`config.mk`:
```
export PLATFORM = sky130hd
export DESIGN_NAME = aes_round_sequencer_flat
export DESIGN_NICKNAME = d
export VERILOG_FILES = /design/src/rtl/aes_pkg.sv /design/src/rtl/aes_round_sequencer_if.sv /design/src/rtl/aes_round_sequencer.sv /design/src/flat_wrapper.sv
export SDC_FILE = /design/constraint.sdc
export NUM_CORES = 1
export LEC_CHECK = 0
export CAP_MARGIN = 20
export CORE_MARGIN = 2
export CORE_UTILIZATION = 43
export DETAILED_ROUTE_END_ITERATION = 8
export PLACE_DENSITY = 0.83
export REMOVE_ABC_BUFFERS = 1
export SETUP_SLACK_MARGIN = 0.15
export SLEW_MARGIN = 20
export SYNTH_ARGS = -nofsm -noshare
export SYNTH_HDL_FRONTEND = slang
export SYNTH_SLANG_ARGS = --single-unit
```
`constraint.sdc`:
```
create_clock -name clk -period 1.8 [get_ports clk]
set_input_delay 0.36 -clock clk [delete_from_list [all_inputs] [get_ports clk]]
set_output_delay 0.36 -clock clk [all_outputs]
set_load 0.005 [all_outputs]
```
`src/rtl/aes_pkg.sv`:
```
// Shared AES sequencing types: key length, round type, FSM states and the
// number-of-rounds helper.
package aes_pkg;

  typedef enum logic [1:0] {
    KL_128  = 2'd0,
    KL_192  = 2'd1,
    KL_256  = 2'd2,
    KL_256B = 2'd3
  } keylen_t;

  typedef enum logic [1:0] {
    RT_INIT  = 2'd0,
    RT_FULL  = 2'd1,
    RT_FINAL = 2'd2,
    RT_RSVD  = 2'd3
  } rnd_type_t;

  typedef enum logic [1:0] {
    ST_IDLE  = 2'd0,
    ST_KEXP  = 2'd1,
    ST_ROUND = 2'd2,
    ST_DONE  = 2'd3
  } state_t;

  localparam logic [3:0] NR_128 = 4'd10;
  localparam logic [3:0] NR_192 = 4'd12;
  localparam logic [3:0] NR_256 = 4'd14;

  // Both 256-bit encodings share one schedule length.
  function automatic logic [3:0] nr_of(input keylen_t keylen);
    case (keylen)
      KL_128:  nr_of = NR_128;
      KL_192:  nr_of = NR_192;
      default: nr_of = NR_256;
    endcase
  endfunction

endpackage

```
`src/rtl/aes_round_sequencer_if.sv`:
```
// Job, key-expansion, round-command and result signals between the AES top,
// the round sequencer and the shared round engine.
interface aes_round_sequencer_if;
  logic       in_valid;
  logic       in_ready;
  logic       in_mode;
  logic [1:0] in_keylen;
  logic       in_key_new;
  logic       key_load;
  logic       key_ready;
  logic       rnd_en;
  logic [3:0] rnd_idx;
  logic [1:0] rnd_type;
  logic       rnd_inv;
  logic       out_valid;
  logic       out_ready;
  logic       busy;

  modport slave (
    input  in_valid, in_mode, in_keylen, in_key_new, key_ready, out_ready,
    output in_ready, key_load, rnd_en, rnd_idx, rnd_type, rnd_inv, out_valid, busy
  );

  modport master (
    output in_valid, in_mode, in_keylen, in_key_new, key_ready, out_ready,
    input  in_ready, key_load, rnd_en, rnd_idx, rnd_type, rnd_inv, out_valid, busy
  );
endinterface

```
`src/rtl/aes_round_sequencer.sv`:
```
// Iterative AES round sequencer: accepts a job, re-expands the key only when
// the cached schedule is unusable, then issues one round command per cycle.
//
// state | meaning
// IDLE  | waiting for a job, in_ready high
// KEXP  | key expansion running; key_load in first cycle, then wait key_ready
// ROUND | round counter k = 0..Nr, one round command per cycle
// DONE  | result valid, held until out_ready
module aes_round_sequencer
  import aes_pkg::*;
(
  input logic               clk,
  input logic               rst_n,
  aes_round_sequencer_if.slave bus
);

  state_t     state, state_nxt;
  logic [3:0] cnt, cnt_nxt;
  keylen_t    keylen, keylen_nxt;
  logic       mode, mode_nxt;
  logic       cache_valid, cache_valid_nxt;
  logic [3:0] cache_nr, cache_nr_nxt;
  logic [3:0] nr;
  logic       need_kexp;

  assign nr        = nr_of(keylen);
  assign need_kexp = bus.in_key_new | ~cache_valid |
                     (cache_nr != nr_of(keylen_t'(bus.in_keylen)));

  always_ff @(posedge clk) begin
    if (!rst_n) begin
      state       <= ST_IDLE;
      cnt         <= 4'd0;
      keylen      <= KL_128;
      mode        <= 1'b0;
      cache_valid <= 1'b0;
      cache_nr    <= 4'd0;
    end else begin
      state       <= state_nxt;
      cnt         <= cnt_nxt;
      keylen      <= keylen_nxt;
      mode        <= mode_nxt;
      cache_valid <= cache_valid_nxt;
      cache_nr    <= cache_nr_nxt;
    end
  end

  always_comb begin
    state_nxt       = state;
    cnt_nxt         = cnt;
    keylen_nxt      = keylen;
    mode_nxt        = mode;
    cache_valid_nxt = cache_valid;
    cache_nr_nxt    = cache_nr;
    case (state)
      ST_IDLE: begin
        if (bus.in_valid) begin
          mode_nxt   = bus.in_mode;
          keylen_nxt = keylen_t'(bus.in_keylen);
          cnt_nxt    = 4'd0;
          state_nxt  = need_kexp ? ST_KEXP : ST_ROUND;
        end
      end
      ST_KEXP: begin
        // cnt marks the key_load cycle; key_ready only counts after it.
        if (cnt == 4'd0) begin
          cnt_nxt = 4'd1;
        end else if (bus.key_ready) begin
          cnt_nxt         = 4'd0;
          state_nxt       = ST_ROUND;
          cache_valid_nxt = 1'b1;
          cache_nr_nxt    = nr;
        end
      end
      ST_ROUND: begin
        if (cnt == nr) begin
          cnt_nxt   = 4'd0;
          state_nxt = ST_DONE;
        end else begin
          cnt_nxt = cnt + 4'd1;
        end
      end
      ST_DONE: begin
        if (bus.out_ready) state_nxt = ST_IDLE;
      end
      default: state_nxt = ST_IDLE;
    endcase
  end

  assign bus.in_ready  = (state == ST_IDLE);
  assign bus.busy      = (state != ST_IDLE);
  assign bus.key_load  = (state == ST_KEXP) && (cnt == 4'd0);
  assign bus.rnd_en    = (state == ST_ROUND);
  assign bus.out_valid = (state == ST_DONE);
  assign bus.rnd_inv   = mode;
  assign bus.rnd_idx   = (state != ST_ROUND) ? 4'd0 :
                         mode ? (nr - cnt) : cnt;
  assign bus.rnd_type  = (state != ST_ROUND) ? 2'(RT_INIT) :
                         (cnt == 4'd0)        ? 2'(RT_INIT) :
                         (cnt == nr)          ? 2'(RT_FINAL) : 2'(RT_FULL);

endmodule

```
`src/flat_wrapper.sv`:
```
// flat-port wrapper written by rule: the top's interface ports become plain ports
module aes_round_sequencer_flat import aes_pkg::*;
  (clk, rst_n, bus_in_valid, bus_in_mode, bus_in_keylen, bus_in_key_new, bus_key_ready, bus_out_ready, bus_in_ready, bus_key_load, bus_rnd_en, bus_rnd_idx, bus_rnd_type, bus_rnd_inv, bus_out_valid, bus_busy);
  aes_round_sequencer_if bus_i ();
  input logic clk;
  input logic rst_n;
  input wire logic [$bits(bus_i.in_valid)-1:0] bus_in_valid;
  input wire logic [$bits(bus_i.in_mode)-1:0] bus_in_mode;
  input wire logic [$bits(bus_i.in_keylen)-1:0] bus_in_keylen;
  input wire logic [$bits(bus_i.in_key_new)-1:0] bus_in_key_new;
  input wire logic [$bits(bus_i.key_ready)-1:0] bus_key_ready;
  input wire logic [$bits(bus_i.out_ready)-1:0] bus_out_ready;
  output wire logic [$bits(bus_i.in_ready)-1:0] bus_in_ready;
  output wire logic [$bits(bus_i.key_load)-1:0] bus_key_load;
  output wire logic [$bits(bus_i.rnd_en)-1:0] bus_rnd_en;
  output wire logic [$bits(bus_i.rnd_idx)-1:0] bus_rnd_idx;
  output wire logic [$bits(bus_i.rnd_type)-1:0] bus_rnd_type;
  output wire logic [$bits(bus_i.rnd_inv)-1:0] bus_rnd_inv;
  output wire logic [$bits(bus_i.out_valid)-1:0] bus_out_valid;
  output wire logic [$bits(bus_i.busy)-1:0] bus_busy;
  assign bus_i.in_valid = bus_in_valid;
  assign bus_i.in_mode = bus_in_mode;
  assign bus_i.in_keylen = bus_in_keylen;
  assign bus_i.in_key_new = bus_in_key_new;
  assign bus_i.key_ready = bus_key_ready;
  assign bus_i.out_ready = bus_out_ready;
  assign bus_in_ready = bus_i.in_ready;
  assign bus_key_load = bus_i.key_load;
  assign bus_rnd_en = bus_i.rnd_en;
  assign bus_rnd_idx = bus_i.rnd_idx;
  assign bus_rnd_type = bus_i.rnd_type;
  assign bus_rnd_inv = bus_i.rnd_inv;
  assign bus_out_valid = bus_i.out_valid;
  assign bus_busy = bus_i.busy;
  aes_round_sequencer u_core (.clk(clk), .rst_n(rst_n), .bus(bus_i));
endmodule
```
==> results of run 1 <==
-- flip-flops by register name, indices dropped and copies added, names as in the netlist --
register and count:
u_core.state 2, u_core.cnt 4, u_core.cache_nr 3, u_core.keylen 2
u_core.bus.rnd_inv 1
-- critical path: cells and delay by family (launching register included) --
kind                     cells  cell delay (ns)
AO/OA/AOI/OAI                2             0.71
adder cells (fa/ha/maj)      2             0.39
buffers and inverters        4             0.46
flip-flops                   1             0.36
AND/OR/NAND/NOR              2             0.24
-- layout make-up --
cell class	instances	area, um^2	share of cell area, %
Timing Repair Buffer	55	474	29.2
Sequential cell	12	254	15.7
Tap cell	27	33.8	2.08
Clock buffer	4	36.3	2.24
Multi-Input combinational cell	78	769	47.4
Inverter	14	55.1	3.39
-- what timing repair did --
action / 4_1_cts / 5_1_grt
cloned: 0 / 0
buffers inserted: 5 / 6
hold buffers: 0 / 0
pin swaps: 7 / 14
resized for setup: 84 / 23
setup endpoints to repair: 20 / 18
-- worst paths after layout --
| check | from | to | slack, ns | depth (start not counted) |
|---|---|---|---|---|
| max | u_core.keylen[0] | u_core.state[0] | -0.50 | 10 |
| min | u_core.keylen[0] | u_core.keylen[0] | 0.50 | 2 |
| max reg2reg | u_core.keylen[0] | u_core.state[0] | -0.50 | 10 |
| min reg2reg | u_core.keylen[0] | u_core.keylen[0] | 0.50 | 2 |
-- stage by stage --
stage	power, W	hold WS, ns	area [um^2]	setup TNS (ns)
6_report	0.00166	0.504	1620	-3.67
5_1_grt	0.00173	0.509	1620	-4.29
4_1_cts	0.00145	0.483	1510	-2.46
3_5_place_dp	0.00104	0.463	1290	-4.04
3_3_place_gp	0.00102	0.453	1290	-3.73
2_1_floorplan	0.000688	0.440	880	-0.314
-- metal layers --
layer	GRT usage [%]	vias up	wire (um)
li1	-	491	-
met1	28.4	529	1410
met2	47.7	62	1890
met3	3.07	10	246
met4	9.52	0	100
met5	0	-	0
-- cell families (layout without fill, tap and decap cells) --
kind of cell / after synthesis / in the layout / synth area share [%]
xor gates and xnor gates: 1 / 1 / 0.992
AOI/OAI and AO/OA: 25 / 25 / 22.7
muxes: 3 / 3 / 3.40
and+or+nand+nor: 38 / 38 / 22.9
buffers and inverters: 15 / 73 / 6.37
DFF: 12 / 12 / 27.2
adders and majority gates: 11 / 11 / 16.4
-- power groups by stage --
stage          Clock, W  Sequential, W  Combinational, W
2_1_floorplan         0       0.000332          0.000356
6_report       0.000237       0.000354           0.00107
3_5_place_dp          0       0.000333          0.000712
4_1_cts        0.000227       0.000349          0.000878
5_1_grt        0.000244       0.000358           0.00113
3_3_place_gp          0       0.000332          0.000686
-- layout by cell type, fill, tap and decap left out, drive strengths merged, types with 2 or more instances in the layout --
cell           synthesis  routed
a211oi                 2       2
a21boi                 4       4
a21oi                  2       2
a311oi                 2       2
and3                   4       4
buf                    0      43
clkbuf                 1       5
clkdlybuf4s50          0       9
dfxtp                 12      12
ha                    10      10
inv                   14      14
mux2i                  3       3
nand2                  7       7
nand3                  6       6
nand4                  2       2
nor2                  10      10
nor2b                  2       2
o21a                   3       3
o21ai                  4       4
==> impl_metrics.py, run 1 <==
metrics = {
    "timing": {
        "setup_viol_count_final": 12,
        "slew_headroom_pct": 73.1,
        "hold_viol": 0,
        "max_freq_mhz": 434,
        "fin_crit_ns": 2.30,
        "finalWorstSetupSlack_ns": -0.502,
        "final_max_slew_viol_count": 0,
        "post-route-period-util_pct": 128,
        "skew_ns": 0.00927,
        "rsz0062_at_grt": "yes",
        "worstMarginPinSlew_ns": 0.403,
    },
    "critical_path": {
        "slowest_delay_ns": 0.38,
        "end_kind": "flop",
        "criticalPathCategory": "flop to flop",
        "crit_fanout": 3,
        "crit_chain": "nor2b_4 -> inv_2 -> ha_4 -> buf_4 -> ha_4 -> nand3_4 -> buf_6 -> a221o_1 -> buf_4 -> o41ai_1",
        "cp_data_required_time_ns": 1.95,
        "worst_ep_arrival_time_ns": 2.45,
        "crit_path_top_delay_cell": "o41ai_1",
        "worstSetupStartpointType": "flop",
    },
    "drt": {
        "vias_per_cell": 5.75,
        "antenna_left": 0,
        "wirelength_mm": 3.64,
        "drc_errors": 0,
        "via_count": 1092,
        "dr.pass1.iters": 4,
        "drt_iter0_drc": 54,
        "wl_per_cell_um": 19.2,
    },
    "power_and_ir_drop": {
        "power_density_nw_per_um2": 1020,
        "p_comb_share_pct": 64.5,
        "intPower_w": 0.00101,
        "p_leak_nw": 0.698,
        "p_sw_w": 0.000655,
        "vdd_drop_max_v": 0.00100,
        "seq_power_share_pct": 21.3,
        "switching_share_pct": 39.4,
        "clockPowerShare_pct": 14.2,
    },
    "floorplanning": {
        "coreArea_um2": 1940,
        "start_util_pct": 45.5,
        "std_cell_rows": 16,
        "die_area_um2": 2430,
        "io_pins": 21,
        "dieHeight_um": 49.3,
        "die_x_um": 49.3,
    },
    "synthesis": {
        "synth_edf_count": 0,
        "ys_top_cells_by_area": "dfxtp_1, ha_1, inv_1, nor2_1, mux2i_1",
        "synth.distinct_cells": 36,
        "synth_top_cell_by_area": "dfxtp_1",
        "yosysWarningCount": 0,
        "synthFlopType": "dfxtp_1",
        "synth_common_cells": "inv_1, dfxtp_1, ha_1, nor2_1, nand2_1",
        "synth_top_area_share_pct": 27.2,
        "syn_inst": 105,
        "yosysMostFrequentCell": "inv_1",
        "async_reset_ff_share_pct": 0,
        "syn-cell-area_um2": 883,
        "synth.avg_cell_area_um2": 8.41,
        "yosysSeqAreaShare_pct": 27.2,
        "synth_seq_cells": 12,
    },
    "clocking": {
        "cts_tree": "yes",
        "clock-sinks": 12,
        "cts_buffer_depth": 2,
        "clockRootBuffer": "clkbuf_4",
        "cts_max_level": 1,
        "clkTransAtPathRegs_ns": 0.10,
        "cts_made_buffers": 3,
        "clkLatencyLatePin_ns": 0.28,
    },
    "placed_design": {
        "pre_cts_slack_ns": -0.609,
        "dp_cells": 175,
        "portBuffers": 20,
        "place.gp.congestion": 0.935,
        "hpwl_mm": 1.83,
    },
    "layout": {
        "area_growth_pct": 83.7,
        "drive_gt1_share_pct": 55.2,
        "fin_cells": 190,
        "fin_util_pct": 83.6,
        "nets": 184,
        "diodes": 0,
        "fillerInstances": 107,
    },
    "flow_run": {
        "max_cap_viol_count": 0,
    },
    "status": {
        "outcome": "finished, violations left",
        "violations": "setup timing",
    },
    "global_routing": {
        "antenna_found_initial": 0,
        "grt_start_max_net_pins": 9,
        "grt_pass1_wl_mm": 4.69,
        "grt_pass1_vias": 1039,
        "overflow": 0,
        "grt_usage_pct": 25.3,
    },
    "hold_path": {
        "hp-class": "flop to flop",
    },
}
No activity file was read; power rests on OpenSTA's default activity.
==> run 2: changes to the inputs <==
--- a/config.mk
+++ b/config.mk
@@ -5,8 +5,8 @@
 export SDC_FILE = /design/constraint.sdc
 export NUM_CORES = 1
 export LEC_CHECK = 0
-export CAP_MARGIN = 20
-export CORE_MARGIN = 2
+export CAP_MARGIN = 10
+export CORE_MARGIN = 3
 export CORE_UTILIZATION = 43
 export DETAILED_ROUTE_END_ITERATION = 8
 export PLACE_DENSITY = 0.83
==> run 2 against run 1 <==
  * The flow still finishes with violations (setup timing)
  * Sequential power rose by 1%
  * Via count rose by 0.27%
  * Setup slack improved by 0.095 ns
  * Hold slack got worse by 0.035 ns
  * Final cell count fell by 0.53%
  * Sequential share of layout area fell by 0.35 points
  * Power rose by 0.59%
  * Die area rose by 8.3%
  * Non-clock buffer count rose by 1
  * Largest cell class unchanged
==> impl_metrics.py, run 2 (same netlist as run 1, synthesis figures left out) <==
metrics = {
    "power_and_ir_drop": {
        "power_density_nw_per_um2": 1020,
        "p_leak_nw": 0.702,
        "vdd_drop_max_v": 0.000961,
    },
    "drt": {
        "drt_iter0_drc": 51,
        "wl_per_cell_um": 18.9,
        "vias_per_cell": 5.79,
        "dr.pass1.iters": 5,
        "drc_errors": 0,
        "wirelength_mm": 3.57,
        "antenna_left": 0,
        "via_count": 1095,
    },
    "hold_path": {
        "holdPathStages": 1,
        "hp-class": "flop to flop",
    },
    "critical_path": {
        "criticalPathCategory": "flop to flop",
        "crit_fanout": 3,
        "worst_ep_arrival_time_ns": 2.38,
        "crit_chain": "buf_6 -> or2_4 -> ha_4 -> buf_6 -> nand3_4 -> buf_6 -> a221o_1 -> buf_6 -> o211ai_1 -> o41ai_2",
        "reg2reg_depth": 10,
        "worst-path-stages": 10,
        "worstSetupStartpointType": "flop",
        "path_delay_family": "compound AO/OA/AOI/OAI gates",
        "critPathBufInv": 4,
        "crit_top_cell": "buf_6",
        "cp_data_required_time_ns": 1.98,
        "end_kind": "flop",
        "slowest_delay_ns": 0.36,
        "crit_path_top_delay_cell": "a221o_1",
    },
    "placed_design": {
        "portBuffers": 20,
        "placed_area_um2": 1280,
        "hpwl_mm": 1.83,
        "place.gp.congestion": 0.852,
    },
    "clocking": {
        "clock-sinks": 12,
        "cts_buffer_depth": 2,
        "cts_made_buffers": 3,
        "clockRootBuffer": "clkbuf_4",
        "cts_tree": "yes",
        "clkTransAtPathRegs_ns": 0.08,
        "cts_max_level": 1,
        "clkLatencyLatePin_ns": 0.29,
    },
    "timing": {
        "fin_hold_ws_ns": 0.470,
        "post-route-period-util_pct": 123,
        "finalWorstSetupSlack_ns": -0.407,
        "rsz0062_at_grt": "yes",
        "fin_crit_ns": 2.21,
        "worstMarginPinSlew_ns": 0.365,
        "final_max_slew_viol_count": 0,
        "slew_headroom_pct": 75.3,
        "setup_viol_count_final": 12,
        "skew_ns": 0.00791,
        "hold_viol": 0,
        "max_freq_mhz": 453,
    },
    "layout": {
        "fin_area_um2": 1640,
        "largest_register_ffs": 4,
        "drive_gt1_share_pct": 57.3,
        "regMostFlops": "u_core.cnt",
        "diodes": 0,
        "final_common_cell": "buf_4",
        "area_growth_pct": 86.1,
        "final_cell_mix": "buf_4, buf_6, inv_1, clkdlybuf4s50_1, buf_2",
        "nets": 185,
        "largestRegisters": "u_core.cnt x4, u_core.cache_nr x3",
    },
    "floorplanning": {
        "coreArea_um2": 1840,
        "std_cell_rows": 15,
        "dieHeight_um": 51.3,
        "die_x_um": 51.3,
        "die_area_um2": 2630,
        "io_pins": 21,
        "start_util_pct": 48.0,
    },
    "global_routing": {
        "grt_usage_pct": 24.2,
        "grt_pass1_wl_mm": 4.77,
        "grt_start_max_net_pins": 9,
        "grt_pass1_vias": 1067,
        "antenna_found_initial": 0,
        "overflow": 0,
    },
    "status": {
        "violations": "setup timing",
        "outcome": "finished, violations left",
    },
    "flow_run": {
        "max_cap_viol_count": 0,
    },
}
-- run 2: cell types whose count changed in the layout (fill, tap and decap cells not counted), sizes merged --
cell	before	now
buf	43	45
clkbuf	5	4
-- run 2: worst reg2reg max path: cells and delay by family (launching register included) --
family	cells	cell delay, ns
simple gates	2	0.33
fa+ha+maj	1	0.28
flops	1	0.33
buf+inv	4	0.48
compound gates	3	0.67
-- run 2: repair_timing --
| item | CTS | global route |
|---|---|---|
| hold buffers | 0 | 0 |
| gates resized for setup | 94 | 17 |
| buffers inserted | 9 | 5 |
| pin swaps | 14 | 16 |
| endpoints found under the setup margin | 20 | 19 |
-- run 2: layout make-up --
cell class / count / area [um^2]
repair buffers: 56 / 480
inverters: 14 / 57.6
flip-flops and latches: 12 / 251
multi-input cells: 78 / 787
well taps: 25 / 31.3
clock buffers: 4 / 36.3
fillers: 82 / 195
-- run 2: where the power goes --
group          internal (W)  total (W)  switching (W)
clock              0.000123   0.000228       0.000105
combinational      0.000591    0.00109       0.000495
sequential         0.000307   0.000358      0.0000509
total               0.00102    0.00167       0.000651
-- run 2: layer usage --
metal	track usage, %	wire length, um
met3	3.79	231
met1	27.7	1470
met5	0	0
met4	11.8	95
met2	43.3	1770
-- run 2: worst paths after layout --
kind,startpoint,to,slack (ns)
worst max register to register,u_core.keylen[0],u_core.state[0],-0.41
worst min register to register,u_core.cache_nr[3],u_core.cache_nr[3],0.47
worst max-delay path,u_core.keylen[0],u_core.state[0],-0.41
worst min-delay path,u_core.cache_nr[3],u_core.cache_nr[3],0.47
-- run 2: stage by stage --
stage / util, % / cells / power, W / TNS [ns] / worst slack (ns)
global route: 89.4 / 189 / 0.00176 / -4.37 / -0.485
detailed placement: 69.4 / 171 / 0.00104 / -4.28 / -0.588
floorplan: - / 104 / 0.000688 / -0.314 / -0.183
finish: 89.4 / 189 / 0.00167 / -3.65 / -0.407
global placement: 69.4 / 171 / 0.00101 / -3.85 / -0.572
CTS: 84.1 / 184 / 0.00149 / -2.52 / -0.358
==> run 3: changes to the inputs <==
--- a/config.mk
+++ b/config.mk
@@ -5,11 +5,13 @@
 export SDC_FILE = /design/constraint.sdc
 export NUM_CORES = 1
 export LEC_CHECK = 0
+export ABC_AREA = 1
 export CAP_MARGIN = 10
 export CORE_MARGIN = 3
-export CORE_UTILIZATION = 43
+export CORE_UTILIZATION = 44
 export DETAILED_ROUTE_END_ITERATION = 8
-export PLACE_DENSITY = 0.83
+export GPL_TIMING_DRIVEN = 0
+export PLACE_DENSITY = 0.84
 export REMOVE_ABC_BUFFERS = 1
 export SETUP_SLACK_MARGIN = 0.15
 export SLEW_MARGIN = 20
==> run 3 against run 2 <==
  * Clock skew about the same
  * The flow still finishes with violations (setup timing)
  * First-iteration DRC count rose by 76%
  * Setup slack improved by 0.087 ns
  * Critical endpoint is now bus_rnd_idx[3]
  * Sequential power is 7.3% higher
  * Die area is 0.31% higher
  * Clock-buffer cell count shrank 1
  * Clock power is 27% lower
  * Maximum frequency rose by 4.1%
  * Synthesized cell count up 36%
  * Highest routed layer unchanged
  * Register-to-register slack better by 0.37 ns
  * Hold slack improved by 0.019 ns
  * Global-route usage rose by 2.8 points
==> impl_metrics.py, run 3 <==
metrics = {
    "status": {
        "outcome": "finished, violations left",
        "violations": "setup timing",
    },
    "clocking": {
        "cts_buffer_depth": 2,
        "cts_max_level": 1,
        "cts_hold_buf": 0,
        "clock-sinks": 12,
        "clockRootBuffer": "clkbuf_4",
        "cts_made_buffers": 3,
        "clkLatencyLatePin_ns": 0.28,
        "cts_tree": "yes",
        "clkTransAtPathRegs_ns": 0.08,
    },
    "critical_path": {
        "slowest_delay_ns": 0.36,
        "end_kind": "output pin",
        "crit_chain": "or2_4 -> ha_4 -> a21oi_2 -> nand2_2 -> nand3_2 -> nand2_1 -> nor2_1 -> buf_2",
        "cp_data_required_time_ns": 1.44,
        "worst_ep_arrival_time_ns": 1.76,
        "crit_fanout": 4,
        "worstSetupStartpointType": "flop",
        "criticalPathCategory": "flop to output pin",
        "crit_path_top_delay_cell": "dfxtp_4",
    },
    "timing": {
        "skew_ns": 0.00749,
        "post-route-period-util_pct": 118,
        "slew_headroom_pct": 77.2,
        "setup_viol_count_final": 7,
        "final_max_slew_viol_count": 0,
        "finalWorstSetupSlack_ns": -0.320,
        "hold_viol": 0,
        "rsz0062_at_grt": "yes",
        "fin_crit_ns": 2.12,
        "max_freq_mhz": 472,
        "worstMarginPinSlew_ns": 0.342,
    },
    "placed_design": {
        "portBuffers": 20,
        "hpwl_mm": 1.77,
        "placed_area_um2": 1140,
        "place.gp.congestion": 0.873,
        "pre_cts_slack_ns": -0.590,
        "dp_cells": 188,
    },
    "synthesis": {
        "synth.distinct_cells": 16,
        "syn_inst": 143,
        "yosysSeqAreaShare_pct": 26.5,
        "synthFlopType": "dfxtp_1",
        "yosysMostFrequentCell": "nor2_1",
        "synth_top_area_share_pct": 26.5,
        "synth_edf_count": 0,
        "synth_common_cells": "nor2_1, nand2_1, inv_1",
        "syn-cell-area_um2": 907,
        "synth.avg_cell_area_um2": 6.34,
        "async_reset_ff_share_pct": 0,
        "synth_seq_cells": 12,
        "ys_top_cells_by_area": "dfxtp_1, ha_1, nor2_1, nand2_1, inv_1",
        "synth_top_cell_by_area": "dfxtp_1",
        "yosysWarningCount": 0,
    },
    "global_routing": {
        "antenna_found_initial": 0,
        "overflow": 0,
        "grt_usage_pct": 27.1,
        "grt_pass1_vias": 1137,
        "grt_start_max_net_pins": 10,
        "grt_pass1_wl_mm": 5.30,
    },
    "layout": {
        "diodes": 0,
        "largestRegisters": "u_core.cnt x4, u_core.cache_nr x3",
        "drive_gt1_share_pct": 47.9,
        "fin_cells": 219,
        "nets": 216,
        "regMostFlops": "u_core.cnt",
        "area_growth_pct": 79.2,
        "final_cell_mix": "nor2_1, nand2_1, buf_4",
        "fillerInstances": 90,
        "fin_util_pct": 88.4,
        "largest_register_ffs": 4,
        "fin_area_um2": 1630,
    },
    "flow_run": {
        "max_cap_viol_count": 0,
    },
    "floorplanning": {
        "io_pins": 21,
        "coreArea_um2": 1840,
        "dieHeight_um": 51.4,
        "std_cell_rows": 15,
        "die_area_um2": 2640,
        "start_util_pct": 49.3,
        "die_x_um": 51.4,
    },
    "hold_path": {
        "hp-class": "flop to flop",
    },
    "power_and_ir_drop": {
        "clockPowerShare_pct": 7.5,
        "vdd_drop_max_v": 0.000951,
        "power_density_nw_per_um2": 1360,
        "intPower_w": 0.00119,
        "p_leak_nw": 0.763,
        "p_comb_share_pct": 75.1,
        "seq_power_share_pct": 17.3,
        "p_sw_w": 0.00102,
        "switching_share_pct": 46.2,
    },
    "drt": {
        "wirelength_mm": 4.21,
        "wl_per_cell_um": 19.2,
        "vias_per_cell": 5.70,
        "antenna_left": 0,
        "drc_errors": 0,
        "dr.pass1.iters": 5,
        "via_count": 1248,
        "drt_iter0_drc": 90,
    },
}
## run 3: critical path: cells and delay by family, from the launching register on
family / cells / cell delay [ns]
compound gates: 1 / 0.16
simple gates: 5 / 0.59
buf+inv: 1 / 0.14
flops: 1 / 0.36
fa+ha+maj: 1 / 0.24
## run 3: cell families after synthesis
group	Yosys count	share of synthesized area (%)
AO/OA/AOI/OAI	19	10.8
XOR/XNOR	1	0.966
adder cells (fa/ha/maj)	11	16.0
buffers and inverters	25	10.3
flip-flops	12	26.5
AND/OR/NAND/NOR	75	35.4
## run 3: timing repair
item                       CTS  global route
buffers inserted            22             6
pin swaps                   17            23
gates resized for setup     77            37
setup endpoints to repair   17            16
## run 3: metal layers
layer	wire length [um]	part of all wire, %	GRT usage [%]	vias to the layer above
met1	1510	36	31.4	563
li1	-	-	-	549
met2	2030	48	48.3	97
met3	403	9.6	4.66	39
met4	271	6.4	10.9	0
met5	0	0	0	-
## run 3: power by group through the flow
stage                     combinational, W  sequential [W]  clock (W)
after floorplan                   0.000565        0.000352          0
after global placement            0.000828        0.000359          0
after detailed placement          0.000864        0.000364          0
after CTS                          0.00126        0.000375   0.000172
after global routing               0.00176        0.000390   0.000186
final                              0.00167        0.000384   0.000167
## run 3: path summary, 6_finish.rpt
check,slack (ns),endpoint,cells past startpoint,from
worst min register to register,0.49,u_core.cache_nr[3],2,u_core.cache_nr[3]
worst min-delay path,0.49,u_core.cache_nr[3],2,u_core.cache_nr[3]
worst max register to register,-0.04,u_core.cnt[3],11,u_core.keylen[1]
worst max-delay path,-0.32,bus_rnd_idx[3],8,u_core.keylen[1]
## run 3: area by class of cell
type / count / area, um^2 / share of cell area [%]
sequential: 12 / 262 / 16.1
inverter: 25 / 116 / 7.16
tap: 25 / 31.3 / 1.92
clock buffer: 3 / 22.5 / 1.39
timing repair buffer: 48 / 399 / 24.6
multi-input combinational: 106 / 795 / 48.9
## run 3: through the flow
| stage | setup TNS [ns] | hold WS [ns] | total power, W |
|---|---|---|---|
| 2_1_floorplan | 0 | 0.439 | 0.000917 |
| 3_3_place_gp | -2.04 | 0.449 | 0.00119 |
| 3_5_place_dp | -2.33 | 0.470 | 0.00123 |
| 4_1_cts | -0.811 | 0.489 | 0.00181 |
| 5_1_grt | -1.62 | 0.527 | 0.00234 |
| 6_report | -1.20 | 0.489 | 0.00222 |
